**src/rtl/cla_ctrl_pkg.sv**
```systemverilog
// Shared definitions for the byte-serial CLA add/subtract controller.
//   BYTE_W   : width of one adder slice
//   OPCNT_W  : width of the optional completed-operation counter
//   state_e  : controller FSM encoding
//   idx_w()  : byte-index width helper (never narrower than one bit)
package cla_ctrl_pkg;

    localparam int BYTE_W  = 8;
    localparam int OPCNT_W = 16;

    typedef enum logic [1:0] {
        IDLE = 2'd0,
        RUN  = 2'd1,
        DONE = 2'd2
    } state_e;

    // Width of a counter addressing n slices; one bit minimum so n=1 still works.
    function automatic int idx_w(input int n);
        if (n > 1) begin
            return $clog2(n);
        end else begin
            return 1;
        end
    endfunction

endpackage

```
**src/rtl/cla_serial_add_ctrl_cla8.sv**
```systemverilog
// CLA_8bit: 8-bit carry-lookahead adder slice.
// Ports:
//   S    : 8-bit sum
//   G, P : group generate / group propagate of the slice
//   Cout : carry out of bit 7
//   A, B : 8-bit addends
//   Cin  : carry in to bit 0
module CLA_8bit (
    output logic [7:0] S,
    output logic       G,
    output logic       P,
    output logic       Cout,
    input  logic [7:0] A,
    input  logic [7:0] B,
    input  logic       Cin
);

    logic [7:0] gen_s;
    logic [7:0] prop_s;
    logic [8:0] carry_s;
    logic       term_s;
    logic       grp_term_s;

    // Per-bit generate/propagate and lookahead carries; each carry is built
    // from the bit terms and Cin only, never from a neighbouring carry.
    always_comb begin
        gen_s      = A & B;
        prop_s     = A ^ B;
        carry_s    = 9'd0;
        term_s     = 1'b0;
        grp_term_s = 1'b0;
        carry_s[0] = Cin;
        for (int i = 0; i < 8; i++) begin
            term_s = Cin;
            for (int j = 0; j <= i; j++) begin
                term_s = gen_s[j] | (prop_s[j] & term_s);
            end
            carry_s[i+1] = term_s;
        end
        for (int j = 0; j < 8; j++) begin
            grp_term_s = gen_s[j] | (prop_s[j] & grp_term_s);
        end
        S    = prop_s ^ carry_s[7:0];
        G    = grp_term_s;
        P    = &prop_s;
        Cout = carry_s[8];
    end

endmodule

```
**src/rtl/cla_serial_add_ctrl.sv**
```systemverilog
// cla_serial_add_ctrl: byte-serial multi-precision add/subtract controller.
// One CLA_8bit slice processes the operands LSB byte first; the carry is
// chained through a register between cycles.
// Ports:
//   clk, rst_n               : clock, asynchronous active-low reset
//   start_valid/start_ready  : operation handshake (ready only in IDLE)
//   a, b, cin, op_sub        : operands, carry-in (ignored for subtract), op
//   res_valid/res_ready      : result handshake (valid only in DONE)
//   sum, cout, ovf           : result, carry out (1 = no borrow), signed overflow
//   op_count                 : completed result handshakes, saturating
//                              (present only when CLA_SERIAL_OPCNT_EN is defined)
// Optional build macro: CLA_SERIAL_OPCNT_EN
module cla_serial_add_ctrl
    import cla_ctrl_pkg::*;
#(
    parameter int NUM_BYTES = 4
) (
    input  logic                     clk,
    input  logic                     rst_n,
    input  logic                     start_valid,
    output logic                     start_ready,
    input  logic [8*NUM_BYTES-1:0]   a,
    input  logic [8*NUM_BYTES-1:0]   b,
    input  logic                     cin,
    input  logic                     op_sub,
    output logic                     res_valid,
    input  logic                     res_ready,
    output logic [8*NUM_BYTES-1:0]   sum,
    output logic                     cout,
    output logic                     ovf
`ifdef CLA_SERIAL_OPCNT_EN
    ,
    output logic [OPCNT_W-1:0]       op_count
`endif
);

    localparam int WIDTH = BYTE_W * NUM_BYTES;
    localparam int IDX_W = idx_w(NUM_BYTES);
    localparam logic [IDX_W-1:0] LAST_IDX = IDX_W'(NUM_BYTES - 1);

    state_e              state_r;
    state_e              state_nx_s;
    logic [IDX_W-1:0]    idx_r;
    logic                carry_r;
    logic [WIDTH-1:0]    opa_r;
    logic [WIDTH-1:0]    opb_r;
    logic [WIDTH-1:0]    sum_r;
    logic                cout_r;
    logic                ovf_r;
    logic                start_ready_r;
    logic                res_valid_r;

    logic [BYTE_W-1:0]   byte_a_s;
    logic [BYTE_W-1:0]   byte_b_s;
    logic [BYTE_W-1:0]   byte_sum_s;
    logic                byte_cout_s;
    logic                accept_s;
    logic                drain_s;
    logic                last_s;

    assign accept_s = start_valid && start_ready_r;
    assign drain_s  = res_valid_r && res_ready;
    assign last_s   = (idx_r == LAST_IDX);

    // Select the operand byte addressed by the current slice index.
    always_comb begin
        byte_a_s = opa_r[idx_r*BYTE_W +: BYTE_W];
        byte_b_s = opb_r[idx_r*BYTE_W +: BYTE_W];
    end

    CLA_8bit u_cla (
        .S    (byte_sum_s),
        .G    (),
        .P    (),
        .Cout (byte_cout_s),
        .A    (byte_a_s),
        .B    (byte_b_s),
        .Cin  (carry_r)
    );

    // FSM state register.
    always_ff @(posedge clk or negedge rst_n) begin
        if (!rst_n) begin
            state_r <= IDLE;
        end else begin
            state_r <= state_nx_s;
        end
    end

    // FSM next-state logic.
    always_comb begin
        state_nx_s = state_r;
        case (state_r)
            IDLE: begin
                if (accept_s) begin
                    state_nx_s = RUN;
                end else begin
                    state_nx_s = IDLE;
                end
            end
            RUN: begin
                if (last_s) begin
                    state_nx_s = DONE;
                end else begin
                    state_nx_s = RUN;
                end
            end
            DONE: begin
                if (drain_s) begin
                    state_nx_s = IDLE;
                end else begin
                    state_nx_s = DONE;
                end
            end
            default: begin
                state_nx_s = IDLE;
            end
        endcase
    end

    // Handshake flags are registered from the next state so they line up
    // with the state they describe and stay low while reset is held.
    always_ff @(posedge clk or negedge rst_n) begin
        if (!rst_n) begin
            start_ready_r <= 1'b0;
            res_valid_r   <= 1'b0;
        end else begin
            start_ready_r <= (state_nx_s == IDLE);
            res_valid_r   <= (state_nx_s == DONE);
        end
    end

    // Operand capture, per-byte accumulation and final flag update.
    always_ff @(posedge clk or negedge rst_n) begin
        if (!rst_n) begin
            opa_r   <= '0;
            opb_r   <= '0;
            carry_r <= 1'b0;
            idx_r   <= '0;
            sum_r   <= '0;
            cout_r  <= 1'b0;
            ovf_r   <= 1'b0;
        end else begin
            case (state_r)
                IDLE: begin
                    if (accept_s) begin
                        // Subtract is A + ~B + 1, so the inversion happens once here.
                        opa_r   <= a;
                        opb_r   <= op_sub ? ~b : b;
                        carry_r <= op_sub ? 1'b1 : cin;
                        idx_r   <= '0;
                        sum_r   <= '0;
                    end
                end
                RUN: begin
                    sum_r[idx_r*BYTE_W +: BYTE_W] <= byte_sum_s;
                    carry_r <= byte_cout_s;
                    if (last_s) begin
                        // Index parks on the top slice instead of wrapping.
                        cout_r <= byte_cout_s;
                        ovf_r  <= (opa_r[WIDTH-1] == opb_r[WIDTH-1]) &&
                                  (byte_sum_s[BYTE_W-1] != opa_r[WIDTH-1]);
                    end else begin
                        idx_r <= idx_r + IDX_W'(1);
                    end
                end
                DONE: begin
                    // Result held until the consumer takes it.
                end
                default: begin
                    idx_r <= '0;
                end
            endcase
        end
    end

`ifdef CLA_SERIAL_OPCNT_EN
    logic [OPCNT_W-1:0] op_count_r;

    // Saturating count of completed result handshakes.
    always_ff @(posedge clk or negedge rst_n) begin
        if (!rst_n) begin
            op_count_r <= '0;
        end else if (drain_s && (op_count_r != {OPCNT_W{1'b1}})) begin
            op_count_r <= op_count_r + OPCNT_W'(1);
        end
    end

    assign op_count = op_count_r;
`endif

    assign start_ready = start_ready_r;
    assign res_valid   = res_valid_r;
    assign sum         = sum_r;
    assign cout        = cout_r;
    assign ovf         = ovf_r;

endmodule
```
**config.mk**
```make
export PLATFORM = sky130hd
export DESIGN_NAME = cla_serial_add_ctrl
export DESIGN_NICKNAME = d
export VERILOG_FILES = /design/src/rtl/cla_ctrl_pkg.sv /design/src/rtl/cla_serial_add_ctrl_cla8.sv /design/src/rtl/cla_serial_add_ctrl.sv
export SDC_FILE = /design/constraint.sdc
export NUM_CORES = 1
export LEC_CHECK = 0
export BUFFER_PORTS_ARGS = -buffer_cell sky130_fd_sc_hd__buf_2
export CORE_MARGIN = 5
export CORE_UTILIZATION = 49
export DETAILED_ROUTE_END_ITERATION = 8
export GPL_ROUTABILITY_DRIVEN = 1
export PLACE_DENSITY_LB_ADDON = 0.15
export SYNTH_ARGS = -nofsm -noshare
export SYNTH_HDL_FRONTEND = slang
export SYNTH_SLANG_ARGS = --single-unit
export TNS_END_PERCENT = 1
```
**constraint.sdc**
```tcl
create_clock -name clk -period 4.6 [get_ports clk]
set_input_delay 0.69 -clock clk [delete_from_list [all_inputs] [get_ports clk]]
set_output_delay 0.69 -clock clk [all_outputs]
set_load 0.02 [all_outputs]
```
Word-level counts from Yosys, hierarchy flattened
Cells that the tools add are included.

operators by class
  add/sub/neg operators = 2
  multiply operators = 0
  div/mod/pow operators = 0
  order comparisons = 0
  equal/unequal tests = 8
  shift-type cells = 4
  mux-type cells = 14
  bitwise operators = 21
  reductions and logical operators = 10

operators with widths
  cell                                                    number
  two-way mux 32 bit                                      2
  one-hot mux 32 bit (2 select lines)                     1
  indexed part select 32 x 6 -> 8 bit                     2
  negator 5 -> 34 bit                                     1
  variable shift 8 x 34 -> 32 bit (first input constant)  1
  indexed part select 8 x 34 -> 32 bit                    1
  bitwise mux 32 bit                                      1
  NOT 32 bit                                              1
  bitwise XOR 8 bit                                       2
  one-hot mux 2 bit (3 select lines)                      2
  bitwise AND 1 bit                                       8
  bitwise AND 8 bit                                       1
  two-way mux 2 bit                                       4
  OR 1 bit                                                8
  equality test 2 bit (second input constant)             3
  AND reduction 2 bit                                     3
  zero test 2 bit                                         2
  inequality test 2 bit (second input constant)           2
  logical AND 1 bit                                       3
  two-way mux 1 bit                                       3
  AND reduction 3 bit                                     1
  adder 2 x 1 -> 2 bit (second input constant)            1
  equality test 2 x 1 -> 1 bit (second input constant)    1
  one-hot mux 1 bit (2 select lines)                      1
  4 further kinds                                         4

storage, ports and cells
  bits in registers = 105
  latch bits = 0
  memory bits (writable) = 0
  memory bits (read-only) = 0
  bits of input ports = 70
  output and inout bits = 36
  logic and storage cells = 69
  memories = 0

Logic depth before layout (Yosys ltp)
Gate-level depths: netlist of run 1.

  depth after elaboration = 20
  gate-level depth with buffers = 16
  mapped depth without buffers = 14

By module
A second synthesis of run 1 with hierarchy kept.

second synthesis, totals
  cell total of the unflattened synthesis = 381
  area total of the unflattened synthesis = 5084.9 um2

by module, submodules not included
  module               instances  cells an instance  area each (um2)  seq. area each (um2)
  cla_serial_add_ctrl  1          344                4709.5           2627.5
  CLA_8bit             1          37                 375.4            0.0

Least setup slack after synthesis of run 1
Ideal clock, no wire load.

  path type = reg2reg
  start point = register idx_r[1]
  end point = register ovf_r, in the netlist ovf
  library setup time = 0.127 ns
  arrival time = 4.396 ns
  data required time = 4.473 ns
  path slack = 0.078 ns
  cell stages (with the launch flop) = 17
  path buffers = 2
  clock period less this slack = 4.522 ns
  cells stage by stage = dfrtp_1 clkbuf_1 buf_2 mux4_2 fa_1 inv_1 fa_1 fa_1 fa_1 fa_1 fa_1 fa_1 inv_1 fa_1 nor3b_1 a21oi_1 o21ai_0

between the ends
  cells in the longest elaborated chain, start to end = 19
  elaborated cells on any way between the ends = 23
  those cells by class = 2 x eq/ne; 2 x shift; 17 x bitwise; 2 x reduce/logical

RTL lines
  element                                                 line                                                  text
  from (decl)                                             cla_serial_add_ctrl.sv:43                             logic [IDX_W-1:0] idx_r;
  from (signal assigned)                                  cla_serial_add_ctrl.sv:164                            idx_r <= idx_r + IDX_W'(1);
  indexed part select 32 x 6 -> 8 bit (on tied branches)  cla_serial_add_ctrl.sv:67, cla_serial_add_ctrl.sv:68
  bitwise XOR 8 bit                                       cla_serial_add_ctrl_cla8.sv:28                        prop_s = A ^ B;
  bitwise AND 1 bit                                       cla_serial_add_ctrl_cla8.sv:36                        term_s = gen_s[j] | (prop_s[j] & term_s);
  OR 1 bit                                                cla_serial_add_ctrl_cla8.sv:36
  bitwise AND 1 bit                                       cla_serial_add_ctrl_cla8.sv:36
  OR 1 bit                                                cla_serial_add_ctrl_cla8.sv:36
  bitwise AND 1 bit                                       cla_serial_add_ctrl_cla8.sv:36
  OR 1 bit                                                cla_serial_add_ctrl_cla8.sv:36
  (+3 left out)                                           n/a
  OR 1 bit                                                cla_serial_add_ctrl_cla8.sv:36
  bitwise AND 1 bit                                       cla_serial_add_ctrl_cla8.sv:36
  OR 1 bit                                                cla_serial_add_ctrl_cla8.sv:36
  bitwise AND 1 bit                                       cla_serial_add_ctrl_cla8.sv:36
  OR 1 bit                                                cla_serial_add_ctrl_cla8.sv:36
  bitwise XOR 8 bit                                       cla_serial_add_ctrl_cla8.sv:43                        S = prop_s ^ carry_s[7:0];
  inequality test 1 bit                                   cla_serial_add_ctrl.sv:162                            (byte_sum_s[BYTE_W-1] != opa_r[WIDTH-1]);
  logical AND 1 bit                                       cla_serial_add_ctrl.sv:161                            ovf_r <= (opa_r[WIDTH-1] == opb_r[WIDTH-1]) &&
  to (signal assigned)                                    cla_serial_add_ctrl.sv:161
  to (decl)                                               cla_serial_add_ctrl.sv:49                             logic ovf_r;

Several ways; a longest one is shown, not always the timed one.
A chain may end at the register's enable or synchronous reset.

Final worst setup path of run 1
  start point = register idx_r[0]
  end point = register ovf_r, in the netlist ovf

Same word-level chain as after synthesis.

==> qor.yml, run 1 <==
fp.dieW_um: 110
grt_pass1_wl_um: 16700
core_area_mm2: 0.00977
met3_usage: 0.0419
synth_top_area_frac: 0.534
status: "finished clean"
core.rowCount: 36
synth_fa_ha_area_frac: 0.0428
routedWlPerCell_um: 16.8
whs_ns: 0.364
dp.final_hpwl_um: 7770
dr.pass1.iters: 4
htreeDepth: 3
power.density_mw_per_mm2: 801
numPortBuffers: 105
synth-simple-area-share: 0.0578
crit_chain: "mux4_2, fa_1, inv_1, fa_1, fa_1, fa_2, fa_1, fa_1, fa_1, inv_1, fa_2, nor3b_1, a21oi_1, o21ai_0"
path_class: "reg2reg"
seqPwrFrac: 0.349
slew_violations: 0
clock-sinks: 105
dpl_cell_area_mm2: 0.00553
yosys_warnings: 0
io-pin-count: 106
clkPwrFrac: 0.118
finalSetupViolations: 0
vias: 3213
drc: 0
use_met2: 0.294
worst-endpoint-arrival_ns: 4.69
grt_remaining_overflow: 0
cts_tree: "done"
swShare: 0.418
yosysSeqAreaShare: 0.534
intPower_mw: 2.68
area_growth_pct: 16.6
hold_path_class: "in2async"
design_area_mm2: 0.00573
dp_cells: 598
power_frac_comb: 0.533
grt_setup_unrepaired: "false"
fin_crit_sh: 0.966
gp_congestion: 0.760
drtIter0Drc: 151
grtUsageTotal: 0.182
required_ns: 4.85
final_cell_count_no_fill: 615
critPathSlowestCell: "fa_2"
final_hold_viol_count: 0
synth_nets: 455
period_needed_ns: 4.44
wirelength_um: 10300
synth_area_leaders: "dfrtp_1, mux2_2, mux4_2"
top_usage_layer: "met2"
drtAntennaViolNets: 0
skew_ns: 0.0101
fmax_mhz: 225
root_buffer: "clkbuf_8"
max_slew_margin: 0.316
numCtsBuffers: 9
die_y_um: 110
antenna_cells: 0
drive_above_1_share: 0.394
cap_violations: 0
final_util: 0.587
cts_max_path_buffers: 2
synth_cell_types: 34
worstPathMaxFanout: 6
tns_ns: 0
syn_area_mm2: 0.00492
critical-path-max-stage-delay_ns: 0.48
met1_usage: 0.254
grt_start_max_net_pins: 72
antenna_found_initial: 0
synth_xor_area_frac: 0.0570
cts-hold-fix-buffers: 0
grt_pass1_vias: 3261
power.switching_mw: 1.92
viasPerCell: 5.22
synth_top_family_by_area: "multiplexers"
peakVddDrop_mv: 0.371
synth_cells: 373
crit_family: "adder cells"
clock_latency_ns: 0.36
nets: 559
muxShareOfSynthArea: 0.149
end_kind: "register"
die_area_mm2: 0.0121
synth_seq_cells: 105
synth_compound_area_frac: 0.114
avgSynthCellArea_um2: 13.2
synth_top_area_cell: "dfrtp_1"
cts.reportedPaths.clkPinSlew_ns: 0.10
critPathMostFrequentCell: "fa_1"
p_leak_nw: 2.63
worst_setup_path_start_kind: "register"
start_util: 0.503
tightest_slew_ns: 1.03
cp.buffers_inverters: 2
Yosys cell counts:
cell type and instances:
a21oi_1 34, mux4_2 16, fa_1 8, or2b_1 1, nand2_1 2, o21ai_0 3, buf_4 5, mux2_2 33
and2_0 1, nand4_1 2, clkbuf_1 1, a21oi_4 4, buf_6 5, inv_1 18, buf_2 11, and4bb_1 1
and2b_1 1, a211oi_1 1, ha_1 4, nor2_1 37, dfrtp_1 105, nor3b_1 1, or3_1 1, o2bb2ai_1 29
nor3_1 3, nand2b_1 3, xnor2_1 32, nand3b_4 1, a22o_1 4, nor2b_1 2, and3_1 1, nand3_1 1
a21o_1 1, o21bai_1 1
timing repair:
| item | in CTS | in global routing |
|---|---|---|
| endpoints found under the setup margin | 0 | 1 |
| buffers inserted | 0 | 1 |
| resized for setup | 0 | 4 |
cell families (layout without fill, tap and decap cells):
| kind of cell | Yosys count | count (layout) |
|---|---|---|
| adders and majority gates | 12 | 12 |
| xor gates and xnor gates | 32 | 32 |
| buffers and inverters | 40 | 149 |
| AOI/OAI and AO/OA | 77 | 77 |
| muxes | 49 | 49 |
| DFF | 105 | 105 |
| and+or+nand+nor | 58 | 58 |
power groups by stage:
| stage | sequential, mW | combinational (mW) | clock [mW] |
|---|---|---|---|
| after CTS | 1.61 | 2.44 | 0.557 |
| after detailed placement | 1.62 | 2.44 | 0 |
| after global routing | 1.65 | 2.67 | 0.591 |
| after floorplan | 1.66 | 1.66 | 0 |
| final | 1.60 | 2.45 | 0.541 |
| after global placement | 1.62 | 2.38 | 0 |
stage by stage:
stage / power (mW) / setup slack (ns)
floorplan: 3.32 / 0.0775
detailed placement: 4.06 / 0.0695
finish: 4.59 / 0.158
global placement: 4.00 / 0.210
global route: 4.92 / 0.0206
CTS: 4.61 / 0.0402
layout make-up:
type	instances	area [um^2]
inverters	18	67.6
multi-input cells	228	2080
flip-flops and latches	105	2630
fillers	869	4040
clock inverters	5	37.5
well taps	133	166
repair buffers	115	603
clock buffers	11	151
final timing paths:
path | startpoint | to | slack (ns) | cells past startpoint
setup / recovery | idx_r[0] | ovf | 0.16 | 14
hold / removal | rst_n | sum[11] | 0.36 | 1
setup reg to reg | idx_r[0] | ovf | 0.16 | 14
hold reg to reg | sum[17] | sum[17] | 0.49 | 1
max in group asynchronous | rst_n | opb_r[15] | 3.17 | 2
min in group clk | sum[17] | sum[17] | 0.49 | 1
state kept, by name (all words and copies together), names as in the netlist:
register	count
opa_r	32
opb_r	32
sum	32
idx_r	2
state_r	2
carry_r	1
cout	1
ovf	1
res_valid	1
start_ready	1
per-layer routing:
metal  wire, um  vias to the layer above
met5          0                        -
met4         59                        0
met3        604                        6
met2       5170                       88
met1       4490                     1594
li1           -                     1525
cells in the final DEF (no fill, tap or decap), types with 2 or more instances in the layout:
master | synthesis | final
ha_1 | 4 | 4
dfrtp_1 | 105 | 103
fa_2 | 0 | 2
o2bb2ai_1 | 29 | 29
mux2_2 | 33 | 33
fa_1 | 8 | 6
buf_2 | 11 | 104
a21oi_1 | 34 | 34
a22o_1 | 4 | 4
nand2b_1 | 3 | 3
clkbuf_8 | 0 | 11
nand4_1 | 2 | 2
o21ai_0 | 3 | 3
nor2b_1 | 2 | 2
mux4_2 | 16 | 16
inv_6 | 0 | 2
inv_1 | 18 | 18
clkinvlp_4 | 0 | 2
nand2_1 | 2 | 2
dfrtp_2 | 0 | 2
buf_4 | 5 | 11
nor3_1 | 3 | 3
a21oi_4 | 4 | 4
xnor2_1 | 32 | 32
nor2_1 | 37 | 37
Note: power is estimated with default switching activity, not from simulation.
==> inputs of run 2 (changes only) <==
--- a/config.mk
+++ b/config.mk
@@ -6,8 +6,7 @@
 export NUM_CORES = 1
 export LEC_CHECK = 0
 export BUFFER_PORTS_ARGS = -buffer_cell sky130_fd_sc_hd__buf_2
-export CORE_MARGIN = 5
-export CORE_UTILIZATION = 49
+export CORE_UTILIZATION = 54
 export DETAILED_ROUTE_END_ITERATION = 8
 export GPL_ROUTABILITY_DRIVEN = 1
 export PLACE_DENSITY_LB_ADDON = 0.15
==> constraint.sdc (replaced) <==
create_clock -name clk -period 4.5 [get_ports clk]
set_input_delay 0.675 -clock clk [delete_from_list [all_inputs] [get_ports clk]]
set_output_delay 0.675 -clock clk [all_outputs]
set_load 0.02 [all_outputs]
==> qor.yml, run 2 (synthesis results as in run 1) <==
fmax_mhz: 229  # +1.7%
die_area_mm2: 0.00949  # -22%
dpl_cell_area_mm2: 0.00550  # -0.57%
fp.dieW_um: 97.4  # -12%
numPortBuffers: 105  # unchanged
grt_remaining_overflow: 0  # unchanged
vias: 3267  # +1.7%
routed-wl-met2_um: 4970  # -3.8%
regToRegSetupSlack_ns: 0.13  # -0.03 ns
p_leak_nw: 2.63  # +0.18%
dr.max_layer_used: "met4"
core_area_mm2: 0.00876  # -10%
core.rowCount: 34  # -5.6%
finalSetupViolations: 0  # unchanged
period_needed_ns: 4.37  # -0.0746 ns
slew_violations: 0  # unchanged
cts-hold-fix-buffers: 0  # unchanged
grt_pass1_vias: 3326  # +2.0%
tightest_slew_ns: 0.889  # -0.138 ns
final_cell_mix: "dfrtp_1, buf_2, nor2_1"
antenna_cells: 0  # unchanged
status: "finished clean"
htreeDepth: 3  # unchanged
required_ns: 4.74  # -0.11 ns
final_cell_count_no_fill: 591  # -3.9%
startpoint: "idx_r[0]"
max_slew_margin: 0.407  # +0.0918
io-pin-count: 106  # unchanged
grtUsageTotal: 0.227  # +0.0452
drtIter0Drc: 120  # -21%
path_class: "reg2reg"
skew_ns: 0.00540  # -0.00466 ns
drtAntennaViolNets: 0  # unchanged
fin_crit_sh: 0.970  # +0.00488
clock-sinks: 105  # unchanged
worst_setup_path_start_kind: "register"
end_kind: "register"
peakVddDrop_mv: 0.514  # +38%
root_buffer: "clkbuf_8"
cap_violations: 0  # unchanged
gp_congestion: 0.749  # -1.4%
die_y_um: 97.4  # -12%
wirelength_um: 10000  # -2.7%
hold_path_class: "in2async"
clock_latency_ns: 0.35  # about the same
routedWlPerCell_um: 17.0  # +1.2%
antenna_found_initial: 0  # unchanged
cts_max_path_buffers: 2  # unchanged
crit_chain: "buf_4, mux4_2, inv_1, fa_1, fa_2, fa_2, fa_1, fa_1, fa_1, inv_1, fa_2, nor3b_1, a21oi_1, o21ai_1"
nets: 560  # +0.18%
route.met3.wl_um: 371  # -39%
critPathMostFrequentCell: "fa_1"
grt_start_max_net_pins: 72  # unchanged
tns_ns: 0  # unchanged
dp.final_hpwl_um: 7420  # -4.5%
viasPerCell: 5.53  # +5.8%
critPathSlowestCell: "dfrtp_2"
design_area_mm2: 0.00571  # -0.39%
cts.reportedPaths.clkPinSlew_ns: 0.10  # about the same
dp_cells: 573  # -4.2%
worstPathMaxFanout: 5  # -1
grt_pass1_wl_um: 16800  # +0.37%
final_hold_viol_count: 0  # unchanged
cts_tree: "done"
worstReg2RegStart: "idx_r[0]"
drive_above_1_share: 0.395  # +0.00125
critical-path-max-stage-delay_ns: 0.46  # -0.02 ns
dr.pass1.iters: 4  # unchanged
area_growth_pct: 16.2
worst-endpoint-arrival_ns: 4.61  # -0.08 ns
numCtsBuffers: 9  # unchanged
start_util: 0.561  # +0.0580
drc: 0  # unchanged
whs_ns: 0.428  # +0.0647 ns
power.density_mw_per_mm2: 849  # +6.0%
routedLengthMet1_um: 4570  # +1.7%
[run 2: cell types whose count changed in the layout (fill, tap and decap cells not counted), sizes merged]
cell  previous run  this run
buf            115       116
[run 2: report_power, final]
part	internal, mW	switching, mW
combinational	1.18	1.47
sequential	1.37	0.272
clock	0.235	0.316
[run 2: worst max-delay path, delay by kind of cell, from the launching register on]
kind	cells	cell delay, ns
AOI/OAI and AO/OA	2	0.19
buffers and inverters	3	0.32
and+or+nand+nor	1	0.16
DFF	1	0.46
adders and majority gates	7	2.78
muxes	1	0.32
[run 2: path summary, 6_finish.rpt]
kind                       endpoint  depth (start not counted)
min                         sum[22]                          1
min in group clk            sum[22]                          1
max in group asynchronous   sum[14]                          2
max reg2reg                     ovf                         14
max                             ovf                         14
min reg2reg                 sum[22]                          1
[run 2: per-stage QoR]
| step | power [mW] | util | setup WS (ns) |
|---|---|---|---|
| 6_report | 4.85 | 0.652 | 0.133 |
| 5_1_grt | 5.16 | 0.652 | -0.0135 |
| 2_1_floorplan | 3.39 | - | 0.108 |
| 3_5_place_dp | 4.24 | 0.627 | 0.00616 |
| 4_1_cts | 4.78 | 0.649 | 0.000932 |
| 3_3_place_gp | 4.13 | 0.627 | 0.120 |
[run 2: final cells by class]
cell class,instances,area (um^2)
Clock buffer,11,151
Clock inverter,5,37.5
Tap cell,108,135
Fill cell,711,3050
Timing Repair Buffer,116,611
Sequential cell,105,2630
Multi-Input combinational cell,228,2080
Inverter,18,67.6
[run 2: routing by layer]
| metal | GRT usage | vias to the layer above |
|---|---|---|
| met5 | 0 | - |
| met1 | 0.331 | 1656 |
| met3 | 0.0381 | 9 |
| li1 | - | 1511 |
| met2 | 0.358 | 91 |
| met4 | 0.0600 | 0 |
[run 2: timing repair]
action | in CTS | in global routing
setup endpoints to repair | 1 | 1
setup buffers | 0 | 2
pin swaps | 0 | 1
resized for setup | 1 | 4
cloned | 0 | 0
==> inputs of run 3 (changes only) <==
--- a/config.mk
+++ b/config.mk
@@ -5,7 +5,7 @@
 export SDC_FILE = /design/constraint.sdc
 export NUM_CORES = 1
 export LEC_CHECK = 0
-export BUFFER_PORTS_ARGS = -buffer_cell sky130_fd_sc_hd__buf_2
+export BUFFER_PORTS_ARGS = -buffer_cell sky130_fd_sc_hd__clkbuf_2
 export CORE_UTILIZATION = 54
 export DETAILED_ROUTE_END_ITERATION = 8
 export GPL_ROUTABILITY_DRIVEN = 1
==> qor.yml, run 3 (synthesis results as in run 1) <==
area_growth_pct: 17.6
route.met3.wl_um: 520  # +40%
critPathSlowestCell: "fa_2"
dpl_cell_area_mm2: 0.00549  # -0.14%
io-pin-count: 106  # unchanged
max_slew_margin: 0.345  # -0.0628
wirelength_um: 10100  # +0.53%
status: "finished clean"
final_cell_count_no_fill: 589  # -0.34%
crit_chain: "buf_4, mux4_2, inv_1, fa_1, fa_2, fa_2, fa_1, fa_1, fa_1, inv_1, fa_2, nor3b_1, a21oi_1, o21ai_0"
power_frac_comb: 0.523  # -0.024
start_util: 0.561  # unchanged
final_util: 0.659  # +0.00785
routed-wl-met2_um: 4860  # -2.2%
cts_max_path_buffers: 2  # unchanged
antenna_cells: 0  # unchanged
antenna_found_initial: 0  # unchanged
p_leak_nw: 2.65  # +0.69%
intPower_mw: 3.01  # +7.8%
tns_ns: 0  # unchanged
routedLengthMet1_um: 4540  # -0.57%
core.rowCount: 34  # unchanged
power.switching_mw: 2.01  # -2.4%
routedWlPerCell_um: 17.1  # +0.87%
dr.max_layer_used: "met4"
final_hold_viol_count: 0  # unchanged
drive_above_1_share: 0.393  # -0.00251
tightest_slew_ns: 0.983  # +0.0942 ns
path_class: "reg2reg"
clock_latency_ns: 0.36  # about the same
finalPower_mw: 5.02  # +3.5%
drtAntennaViolNets: 0  # unchanged
cp.depth: 14  # unchanged
dr.pass1.iters: 4  # unchanged
ff2ff_path_depth: 14  # unchanged
drc: 0  # unchanged
htreeDepth: 3  # unchanged
grt_start_max_net_pins: 67  # -6.9%
swShare: 0.400  # -0.0241
hold_path_class: "in2async"
cts.reportedPaths.clkPinSlew_ns: 0.10  # about the same
final_cell_mix: "dfrtp_1, clkbuf_2, nor2_1"
fin_crit_sh: 0.961  # -0.00962
numCtsBuffers: 9  # unchanged
grt_pass1_wl_um: 16800  # +0.29%
cp.buffers_inverters: 3  # unchanged
cap_violations: 0  # unchanged
die_y_um: 97.4  # unchanged
end_kind: "register"
grt_pass1_vias: 3311  # -0.45%
die_area_mm2: 0.00949  # unchanged
drtIter0Drc: 141  # +18%
grt_setup_unrepaired: "false"
design_area_mm2: 0.00578  # +1.2%
worst_setup_path_start_kind: "register"
fmax_mhz: 231  # +1.0%
clock-sinks: 105  # unchanged
crit_family: "adder cells"
finalSetupViolations: 0  # unchanged
worstPathMaxFanout: 6  # +1
fp.dieW_um: 97.4  # unchanged
skew_ns: 0.0120  # +0.00661 ns
nets: 559  # -0.18%
worst-endpoint-arrival_ns: 4.58  # -0.03 ns
dp_cells: 572  # -0.17%
gp_congestion: 0.738  # -1.5%
vias: 3249  # -0.55%
viasPerCell: 5.52  # -0.21%
slew_violations: 0  # unchanged
clkPwrFrac: 0.148  # +0.034
numPortBuffers: 105  # unchanged
n_fill_cell: 704  # -0.98%
period_needed_ns: 4.32  # -0.0433 ns
layout_setup_ws_ns: 0.176  # +0.0433 ns
peakVddDrop_mv: 0.501  # -2.4%
cts_tree: "done"
dp.final_hpwl_um: 7380  # -0.53%
grtUsageTotal: 0.231  # +0.00338
whs_ns: 0.405  # -0.0231 ns
seqPwrFrac: 0.329  # -0.010
critical-path-max-stage-delay_ns: 0.47  # about the same
core_area_mm2: 0.00876  # unchanged
cts-hold-fix-buffers: 0  # unchanged
grt_remaining_overflow: 0  # unchanged
pre_cts_ws_ns: 0.0676  # +0.0614 ns
critPathMostFrequentCell: "fa_1"
root_buffer: "clkbuf_8"
power.density_mw_per_mm2: 869  # +2.3%
required_ns: 4.75  # about the same
run 3: changes by cell type in the layout (fill, tap and decap cells not counted), sizes merged:
cell / change
buf: -105
clkbuf: +103
inv: -2
clkinv: -1
bufinv: +4
clkinvlp: -1
run 3: path summary, 6_finish.rpt:
path | startpoint | slack (ns) | to
min reg2reg | sum[25] | 0.50 | sum[25]
min | rst_n | 0.41 | sum[21]
max | idx_r[0] | 0.18 | ovf
max reg2reg | idx_r[0] | 0.18 | ovf
max in group asynchronous | rst_n | 3.06 | opb_r[12]
min in group clk | sum[25] | 0.50 | sum[25]
run 3: power by group through the flow:
stage / Clock, mW / Sequential [mW] / Combinational (mW)
2_1_floorplan: 0 / 1.70 / 1.69
3_3_place_gp: 0 / 1.65 / 2.49
3_5_place_dp: 0 / 1.66 / 2.55
4_1_cts: 0.757 / 1.65 / 2.55
5_1_grt: 0.789 / 1.70 / 2.89
6_report: 0.745 / 1.65 / 2.63
run 3: final cells by class:
type / count / area (um^2) / area share
multi-input combinational: 228 / 2080 / 0.360
tap: 108 / 135 / 0.0234
sequential: 105 / 2630 / 0.455
inverter: 18 / 67.6 / 0.0117
timing repair buffer: 115 / 603 / 0.104
clock buffer: 10 / 138 / 0.0238
clock inverter: 5 / 128 / 0.0221
run 3: repair_timing:
item                       4_1_cts  5_1_grt
setup endpoints to repair        0        1
gates resized for setup          0        4
buffers inserted                 0        2
run 3: layer usage:
| layer | GRT usage | vias up |
|---|---|---|
| met5 | 0 | - |
| met4 | 0.0701 | 0 |
| met3 | 0.0525 | 15 |
| met2 | 0.358 | 86 |
| met1 | 0.327 | 1628 |
| li1 | - | 1520 |
